<file path="src/rtl/uart_pkg.sv">
// Shared UART definitions: FSM state encoding and bit-timing derivation,
// common to the receive and transmit sides.
package uart_pkg;

   typedef enum logic [1:0] {
      IDLE  = 2'd0,
      START = 2'd1,
      DATA  = 2'd2,
      STOP  = 2'd3
   } uart_state_t;

   function automatic int clks_per_bit(input int clk_freq_hz, input int baud_rate);
      return clk_freq_hz / baud_rate;
   endfunction

   function automatic int half_bit(input int clk_freq_hz, input int baud_rate);
      return clks_per_bit(clk_freq_hz, baud_rate) / 2;
   endfunction

endpackage

</file>
<file path="src/rtl/sync_fifo.sv">
// Single-clock first-word fall-through FIFO; the head reads as zero while empty.
// A push into a full FIFO is accepted only when a pop frees a slot in the same cycle.
module sync_fifo #(
   parameter int WIDTH = 8,
   parameter int DEPTH = 4
) (
   input  logic             clk,
   input  logic             reset,
   input  logic             push,
   input  logic [WIDTH-1:0] push_data,
   input  logic             pop,
   output logic [WIDTH-1:0] pop_data,
   output logic             full,
   output logic             empty
);

   localparam int PTR_W = $clog2(DEPTH);

   logic [WIDTH-1:0] mem [DEPTH];
   logic [PTR_W-1:0] wr_ptr;
   logic [PTR_W-1:0] rd_ptr;
   logic [PTR_W:0]   count;
   logic             do_push;
   logic             do_pop;

   assign empty    = (count == '0);
   assign full     = (count == (PTR_W+1)'(DEPTH));
   assign do_pop   = pop && !empty;
   assign do_push  = push && (!full || do_pop);
   assign pop_data = empty ? '0 : mem[rd_ptr];

   always_ff @(posedge clk or posedge reset) begin
      if (reset) begin
         wr_ptr <= '0;
         rd_ptr <= '0;
         count  <= '0;
      end else begin
         if (do_push) wr_ptr <= wr_ptr + 1'b1;
         if (do_pop)  rd_ptr <= rd_ptr + 1'b1;
         if (do_push && !do_pop)
            count <= count + 1'b1;
         else if (do_pop && !do_push)
            count <= count - 1'b1;
      end
   end

   always_ff @(posedge clk) begin
      if (do_push) mem[wr_ptr] <= push_data;
   end

endmodule

</file>
<file path="src/rtl/uart_rx.sv">
// 8N1 UART receiver with mid-bit sampling, a small receive FIFO and sticky
// overrun / framing-error flags.
//
// state | meaning
// IDLE  | waiting for a falling edge on the synchronized line
// START | counting to mid start bit; high there means a glitch
// DATA  | sampling 8 data bits LSB first, one per bit period
// STOP  | sampling the stop bit; push on high, framing error on low
module uart_rx
   import uart_pkg::*;
#(
   parameter int CLK_FREQ_HZ = 12000000,
   parameter int BAUD_RATE   = 115200,
   parameter int FIFO_DEPTH  = 4
) (
   input  logic       clk,
   input  logic       reset,
   input  logic       rx,
   input  logic       rd_en,
   output logic [7:0] rd_data,
   output logic       rd_valid,
   output logic       overrun,
   output logic       frame_err,
   input  logic       err_clr
);

   localparam int CLKS_PER_BIT = clks_per_bit(CLK_FREQ_HZ, BAUD_RATE);
   localparam int HALF_BIT     = half_bit(CLK_FREQ_HZ, BAUD_RATE);
   localparam int CNT_W        = $clog2(CLKS_PER_BIT + 1);
   localparam logic [CNT_W-1:0] BIT_LOAD  = CNT_W'(CLKS_PER_BIT - 1);
   localparam logic [CNT_W-1:0] HALF_LOAD = CNT_W'(HALF_BIT - 1);

   uart_state_t      state, state_nxt;
   logic [CNT_W-1:0] cnt, cnt_nxt;
   logic [2:0]       bit_idx, bit_idx_nxt;
   logic [7:0]       shift, shift_nxt;
   logic             rx_s1, rx_s2, rx_s3;
   logic             fall;
   logic             push_req;
   logic             frame_set;
   logic             ovr_set;
   logic             fifo_full;
   logic             fifo_empty;

   always_ff @(posedge clk or posedge reset) begin
      if (reset) begin
         rx_s1 <= 1'b1;
         rx_s2 <= 1'b1;
         rx_s3 <= 1'b1;
      end else begin
         rx_s1 <= rx;
         rx_s2 <= rx_s1;
         rx_s3 <= rx_s2;
      end
   end

   assign fall = rx_s3 && !rx_s2;

   always_ff @(posedge clk or posedge reset) begin
      if (reset) begin
         state   <= IDLE;
         cnt     <= '0;
         bit_idx <= '0;
         shift   <= '0;
      end else begin
         state   <= state_nxt;
         cnt     <= cnt_nxt;
         bit_idx <= bit_idx_nxt;
         shift   <= shift_nxt;
      end
   end

   always_comb begin
      state_nxt   = state;
      cnt_nxt     = cnt;
      bit_idx_nxt = bit_idx;
      shift_nxt   = shift;
      push_req    = 1'b0;
      frame_set   = 1'b0;
      case (state)
         IDLE: begin
            if (fall) begin
               state_nxt = START;
               cnt_nxt   = HALF_LOAD;
            end
         end
         START: begin
            if (cnt != '0) begin
               cnt_nxt = cnt - 1'b1;
            end else if (rx_s2) begin
               state_nxt = IDLE;
            end else begin
               state_nxt   = DATA;
               cnt_nxt     = BIT_LOAD;
               bit_idx_nxt = '0;
            end
         end
         DATA: begin
            if (cnt != '0) begin
               cnt_nxt = cnt - 1'b1;
            end else begin
               shift_nxt = {rx_s2, shift[7:1]};
               cnt_nxt   = BIT_LOAD;
               if (bit_idx == 3'd7)
                  state_nxt = STOP;
               else
                  bit_idx_nxt = bit_idx + 3'd1;
            end
         end
         STOP: begin
            if (cnt != '0) begin
               cnt_nxt = cnt - 1'b1;
            end else begin
               state_nxt = IDLE;
               if (rx_s2)
                  push_req = 1'b1;
               else
                  frame_set = 1'b1;
            end
         end
         default: state_nxt = IDLE;
      endcase
   end

   // A same-cycle pop makes room, so only an unserviced full FIFO loses the byte.
   assign ovr_set = push_req && fifo_full && !rd_en;

   always_ff @(posedge clk or posedge reset) begin
      if (reset) begin
         overrun   <= 1'b0;
         frame_err <= 1'b0;
      end else begin
         if (ovr_set)
            overrun <= 1'b1;
         else if (err_clr)
            overrun <= 1'b0;
         if (frame_set)
            frame_err <= 1'b1;
         else if (err_clr)
            frame_err <= 1'b0;
      end
   end

   sync_fifo #(
      .WIDTH (8),
      .DEPTH (FIFO_DEPTH)
   ) u_fifo (
      .clk       (clk),
      .reset     (reset),
      .push      (push_req),
      .push_data (shift_nxt),
      .pop       (rd_en),
      .pop_data  (rd_data),
      .full      (fifo_full),
      .empty     (fifo_empty)
   );

   assign rd_valid = !fifo_empty;

endmodule

</file>
<file path="config.mk">
export PLATFORM = sky130hd
export DESIGN_NAME = uart_rx
export DESIGN_NICKNAME = d
export VERILOG_FILES = /design/src/rtl/uart_pkg.sv /design/src/rtl/sync_fifo.sv /design/src/rtl/uart_rx.sv
export SDC_FILE = /design/constraint.sdc
export NUM_CORES = 1
export LEC_CHECK = 0
export BUFFER_PORTS_ARGS = -buffer_cell sky130_fd_sc_hd__buf_4
export CAP_MARGIN = 40
export CORE_MARGIN = 4
export CORE_UTILIZATION = 50
export CTS_CLUSTER_SIZE = 28
export DETAILED_ROUTE_END_ITERATION = 10
export PLACE_DENSITY = 0.7
export SYNTH_ARGS = -nofsm -noshare
export SYNTH_HDL_FRONTEND = slang
export SYNTH_SLANG_ARGS = --single-unit
</file>
<file path="constraint.sdc">
create_clock -name clk -period 2.3 [get_ports clk]
set_input_delay 0.345 -clock clk [delete_from_list [all_inputs] [get_ports clk]]
set_output_delay 0.345 -clock clk [all_outputs]
set_load 0.02 [all_outputs]
</file>
Yosys cells after proc, flatten, opt, wreduce, memory -nomap -nowiden

Memory sizes are Yosys's and may differ from the RTL's.
Cells that the tools add are included.

Logic and storage cells: 91
Output and inout port bits: 11
Bits of input ports: 5
Memories: 1
Bits in registers: 32
RAM bits: 32

Memory list:

| name       | words | bits a word | rd ports | clocked after Yosys merged registers in | write ports | RTL line        | source |
|---|---|---|---|---|---|---|---|
| u_fifo.mem | 4     | 8           | 1        | 0                                       | 1           | sync_fifo.sv:19 | `logic [WIDTH-1:0] mem [DEPTH];` |

Add/subtract/negate cells: 6
Multiplexer cells: 34
Reduce and logical (&&, ||, !) cells: 24
Equal/unequal tests: 14

Operators by type and width:

| operator                                                               | number |
|---|---|
| 7-bit 2-to-1 mux                                                       | 5 |
| 7-bit one-hot mux with 4 select lines                                  | 1 |
| 8-bit 2-to-1 mux                                                       | 3 |
| 3-bit 2-to-1 mux                                                       | 6 |
| 2-bit inequality test (second input constant)                          | 8 |
| 2-bit 2-to-1 mux                                                       | 6 |
| 1-bit 2-to-1 mux                                                       | 11 |
| 5-bit AND reduction                                                    | 2 |
| 2-bit one-hot mux with 4 select lines                                  | 1 |
| 2-bit nonzero test                                                     | 4 |
| 1-bit logical AND                                                      | 7 |
| 7-bit nonzero test                                                     | 1 |
| 7-bit by 1-bit subtractor with 7-bit output (second input constant)    | 1 |
| 3-bit by 1-bit adder with 3-bit output (second input constant)         | 2 |
| 3-bit equality test (second input constant)                            | 2 |
| 1-bit zero test                                                        | 6 |
| 3-bit one-hot mux with 2 select lines                                  | 1 |
| 2-bit by 1-bit adder with 2-bit output (second input constant)         | 2 |
| 2-bit equality test (second input constant)                            | 2 |
| 3-bit zero test                                                        | 1 |
| 3-bit inequality test (second input constant)                          | 1 |
| 3-bit AND reduction                                                    | 1 |
| 3-bit by 1-bit subtractor with 3-bit output (second input constant)    | 1 |
| 2-bit by 1-bit equality test with 1-bit output (second input constant) | 1 |
| 2 further kinds                                                        | 2 |

Longest topological paths before layout

Depth after elaboration: 9
Depth in mapped cells: 12

Cells and area by module

Synthesis repeated with hierarchy kept, for this count alone.

Cell total of the unflattened synthesis: 213
Area, all modules: 3,020.4 sq um

Modules (own cells, without submodules):

| module    | times used | area each (sq um) | cells an instance |
|---|---|---|---|
| sync_fifo | 1          | 1,657.8           | 88 |
| uart_rx   | 1          | 1,362.6           | 125 |

Least setup slack after synthesis

OpenSTA, ideal clock, no wires.

Path kind: register to register
Start point: reg cnt[0]
End point: reg u_fifo.count[2]
Setup time: 0.079 ns
Data arrival time: 2.284 ns
Setup slack: -0.063 ns
Cell stages (with the launch flop): 13
Data required time: 2.221 ns
Buffers on the path: 1
Cells stage by stage: dfrtp_1 > inv_1 > ha_1 > buf_4 > nor3b_1 > nand4_1 > nor2_2 > ha_1 > inv_1 > fa_1 > xor2_1 > nor2_1 > xor2_1

Cells in the longest elaborated chain, start to end: 7
Elaborated cells on any way between the ends: 9
Those cells by class: mux: 3; reduce/logical: 6

Ends and longest elaborated chain:

| element                      | RTL line        | source |
|---|---|---|
| from (decl)                  | uart_rx.sv:34   | `logic [CNT_W-1:0] cnt, cnt_nxt;` |
| from (signal assigned)       | uart_rx.sv:67   | `cnt <= cnt_nxt;` |
| 7-bit nonzero test (*)       | uart_rx.sv:111  | `if (cnt != '0) begin` |
| 1-bit 2-to-1 mux (*)         | uart_rx.sv:111  |  |
| 1-bit 2-to-1 mux (*)         | uart_rx.sv:80   | `case (state)` |
| 1-bit logical AND (*)        | sync_fifo.sv:29 | `assign do_push = push && (!full \|\| do_pop);` |
| 1-bit zero test              | sync_fifo.sv:42 | `else if (do_pop && !do_push)` |
| 1-bit logical AND            | sync_fifo.sv:42 |  |
| 2-bit nonzero test (no line) | -               |  |
| to (signal assigned)         | sync_fifo.sv:41 | `count <= count + 1'b1;` |
| to (signal assigned)         | sync_fifo.sv:43 | `count <= count - 1'b1;` |
| to (decl)                    | sync_fifo.sv:22 | `logic [PTR_W:0] count;` |

Mark *: on every way between the ends. The rest lies on a longest branch, timed or not.
A chain may end at the register's enable or synchronous reset.

Final worst setup path

Start point: reg u_fifo.rd_ptr[0]
End point: out rd_data[7]

Cells in the longest elaborated chain, start to end: 2

Ends and longest elaborated chain:

| element                | RTL line        | source |
|---|---|---|
| from (decl)            | sync_fifo.sv:21 | `logic [PTR_W-1:0] rd_ptr;` |
| from (signal assigned) | sync_fifo.sv:39 | `if (do_pop) rd_ptr <= rd_ptr + 1'b1;` |
| memory read 4 x 8 bit  | -               |  |
| 8-bit 2-to-1 mux       | sync_fifo.sv:30 | `assign pop_data = empty ? '0 : mem[rd_ptr];` |
| to (decl)              | uart_rx.sv:20   | `output logic [7:0] rd_data,` |

No other way between the ends.

==> impl_results.md <==
* CP max FO at 5
* Multi-input gate area at ~1200 sq um
* Initial antenna violation count at 0
* Final cell count without fillers at between 300 and 400
* Final #Nets at ~270
* Tmin final at around 2.2 ns
* Setup TNS at 0 ns
* Fin Clk Skew at roughly 0.007 ns
* Worst VDD drop at 0.0006175 V
* Num CTS Buffers at 9
* FF/Latch Area at about 1800 sq um
* Drc violations at 0
* Core Box Area at around 5700 sq um
* CP arrival at 1.86 ns
* Setup crit start kind: register
* Highest Clock Rate at about 0.45 GHz
* Vias per cell at roughly 5.5
* Worst slew pin tran at roughly 0.48 ns
* Routed wire length at roughly 5400 um
* Post-synth cell types at between 40 and 50
* Power per cell area at roughly 1200 nW/um^2
* Yosys reg bits at 64
* Vias in the first global route at 1792
* Crit-path slowest cell: dfrtp_1
* Total gr overflow at 0
* FF-to-FF setup slack at approximately 0.12 ns
* Max Cap Viol at 0
* Die width at about 86 um
* Root Driver: clkbuf_8
* Fraction of final layout cells with drive strength greater than 1 at 0.3083
* Critical Path End Type: output port
* Final hold vios at 0
* Part of the Yosys area used for sequential elements at 0.5867
* Dpl cells at between 300 and 400
* Fillers at ~430
* Post-route antenna net violation count at 0
* Largest net degree at the start of global routing at 33
* Yosys warning total at 0
* Die area at between 7000 and 8000 sq um
* Slew headroom at 0.6798
* GP Congestion at roughly 0.85
* Most common cell after layout, fill and taps aside: edfxtp_1
* Pre-Repair DR Iteration Count at 4
* Setup-failing EPs final at 0
* Die height at 85.58 um
* Htree depth at 3
* Share of flip-flops with an asynchronous set or reset at 0.5000
* Worst path cell trace: buf_4, mux4_2, and2_1, buf_4
* CP bufs+invs at 2
* Top Ports at 16
* Clock Sinks at 64
* Most frequent cells in the layout: edfxtp_1, buf_4, dfrtp_1, and2_1
* Crit path max-delay family: flip-flops
* Initial core utilization at 0.5302
* Port bufs at 15
* Kind of critical path: reg2out
* Final Cycle Share at 0.9592
* Syn-to-layout area delta at 16.01%
* Antenna diodes at 0
* CP dominant cell by count: buf_4
* WL/cell at ~17 um
* Clock transition at path regs at about 0.070 ns
* Row count at 27
* Initial DRC count at 96
* DR vias at between 1500 and 2000
* Post-synth EDFFs at 32
* RSZ-0062 raised after global routing: no
* Slew Limit Fails at 0
* Post-Syn Area at 3009 sq um
* Max Buffers Root-to-Sink at 2
* GR Util All Layers at 0.1615
* WP data required at around 2.0 ns
* Hold WC Path Type: in2async
* First-pass GRT wire length at about 8900 um
* Final HPWL DP at 3732 um
* CP max stage delay at approximately 0.5 ns
* CTS tree: yes
* Clk_lat worst skew at about 0.33 ns
* Syn_area_per_cell at roughly 14 sq um
* Leak at around 1.4 nW
* Outcome: completed
* Syn Nets at approximately 240
* Mapped Cells at 216
* Top_reg_cell synth: edfxtp_1
* Utilization after layout at 0.6151
-- worst min-delay path, delay by kind of cell --
family                 cells  cell delay (ns)
buffers and inverters      3             0.50
-- cell type report --
| cell class | instances | share of cell area |
|---|---|---|
| clock buffer | 9 | 0.03548 |
| clock inverter | 7 | 0.01792 |
| inverter | 13 | 0.01398 |
| timing repair buffer | 30 | 0.06452 |
| sequential | 64 | 0.5057 |
| tap | 72 | 0.02581 |
| multi-input combinational | 130 | 0.3366 |
-- layer usage --
metal / global-route usage / routed length, um / vias to the layer above
met5: 0 / 0 / -
met4: 0.08633 / 161 / 0
met3: 0.03554 / 160 / 12
met2: 0.2486 / 2569 / 32
met1: 0.2147 / 2502 / 872
li1: - / - / 868
-- metrics by stage --
stage / cell area [sq um] / setup slack, ns / hold slack, ns / power, mW
after floorplan: 3022 / 0.005988 / 0.3452 / 2.742
after global placement: 3268 / 0.1416 / 0.3461 / 3.205
after detailed placement: 3268 / 0.04865 / 0.3476 / 3.243
after CTS: 3455 / 0.03602 / 0.1030 / 4.166
after global routing: 3491 / 0.006422 / 0.09902 / 4.466
final: 3491 / 0.09379 / 0.09501 / 4.181
-- registers in the layout, indices dropped and copies added (netlist names), 2 cells and up, named ones only --
register and flops:
shift 8, u_fifo.wr_ptr 2, u_fifo.rd_ptr 2, u_fifo.count 3
cnt 7, bit_idx 3, u_fifo.mem 32
-- Yosys cell counts (2+ instances only) --
master	number	area (sq um)
a21oi_1	6	30.03
mux4_2	8	180.2
xnor2_1	4	35.03
a22o_1	5	43.79
edfxtp_1	32	960.9
ha_1	13	162.7
a211oi_1	2	15.01
nor3_1	5	25.02
clkbuf_1	4	15.01
nand3_1	5	25.02
xor2_1	2	17.52
nor2_1	9	33.78
a311oi_1	3	26.28
and2_1	13	81.33
nor2b_1	2	12.51
mux2i_1	2	20.02
dfrtp_1	29	725.7
or3_1	2	12.51
inv_1	13	48.80
o21ai_0	8	40.04
mux2_2	11	123.9
a21o_1	2	15.01
buf_4	3	22.52
nand4_1	2	12.51
dfstp_2	3	78.83
o21ai_1	2	10.01
o22ai_1	2	12.51
nand2_1	5	18.77
-- what timing repair did --
| item | CTS | global route |
|---|---|---|
| gates resized for setup | 0 | 6 |
| buffers inserted | 0 | 2 |
| endpoints found under the setup margin | 0 | 2 |
| hold buffers | 0 | 0 |
-- power breakdown --
part / internal [mW] / switching (mW)
clock: 0.489 / 0.423
combinational: 0.801 / 0.917
sequential: 1.36 / 0.194
-- final timing paths --
kind                                              startpoint                          to  cells past startpoint
min in group clk                                          rx             rx_s1$_DFF_PP1_                      1
worst max-delay path            u_fifo.rd_ptr[0]$_DFFE_PP0N_                  rd_data[7]                      4
max in group asynchronous                              reset             rx_s1$_DFF_PP1_                      3
worst min-delay path                                   reset       frame_err$_DFFE_PP0P_                      3
worst max register to register            cnt[0]$_DFFE_PP0P_  u_fifo.mem[3][2]$_DFFE_PP_                      8
worst min register to register               rx_s1$_DFF_PP1_             rx_s2$_DFF_PP1_                      0
-- logic make-up (layout without fill, tap and decap cells) --
logic type | after synthesis | after routing | share of synthesized area
flip-flops | 64 | 64 | 0.5867
AND/OR/NAND/NOR | 54 | 54 | 0.1089
AO/OA/AOI/OAI | 35 | 35 | 0.08441
buffers and inverters | 22 | 59 | 0.03409
multiplexers | 21 | 21 | 0.1077
adder cells (fa/ha/maj) | 14 | 14 | 0.06071
XOR/XNOR | 6 | 6 | 0.01746
Power figures use the tool's default switching activity.
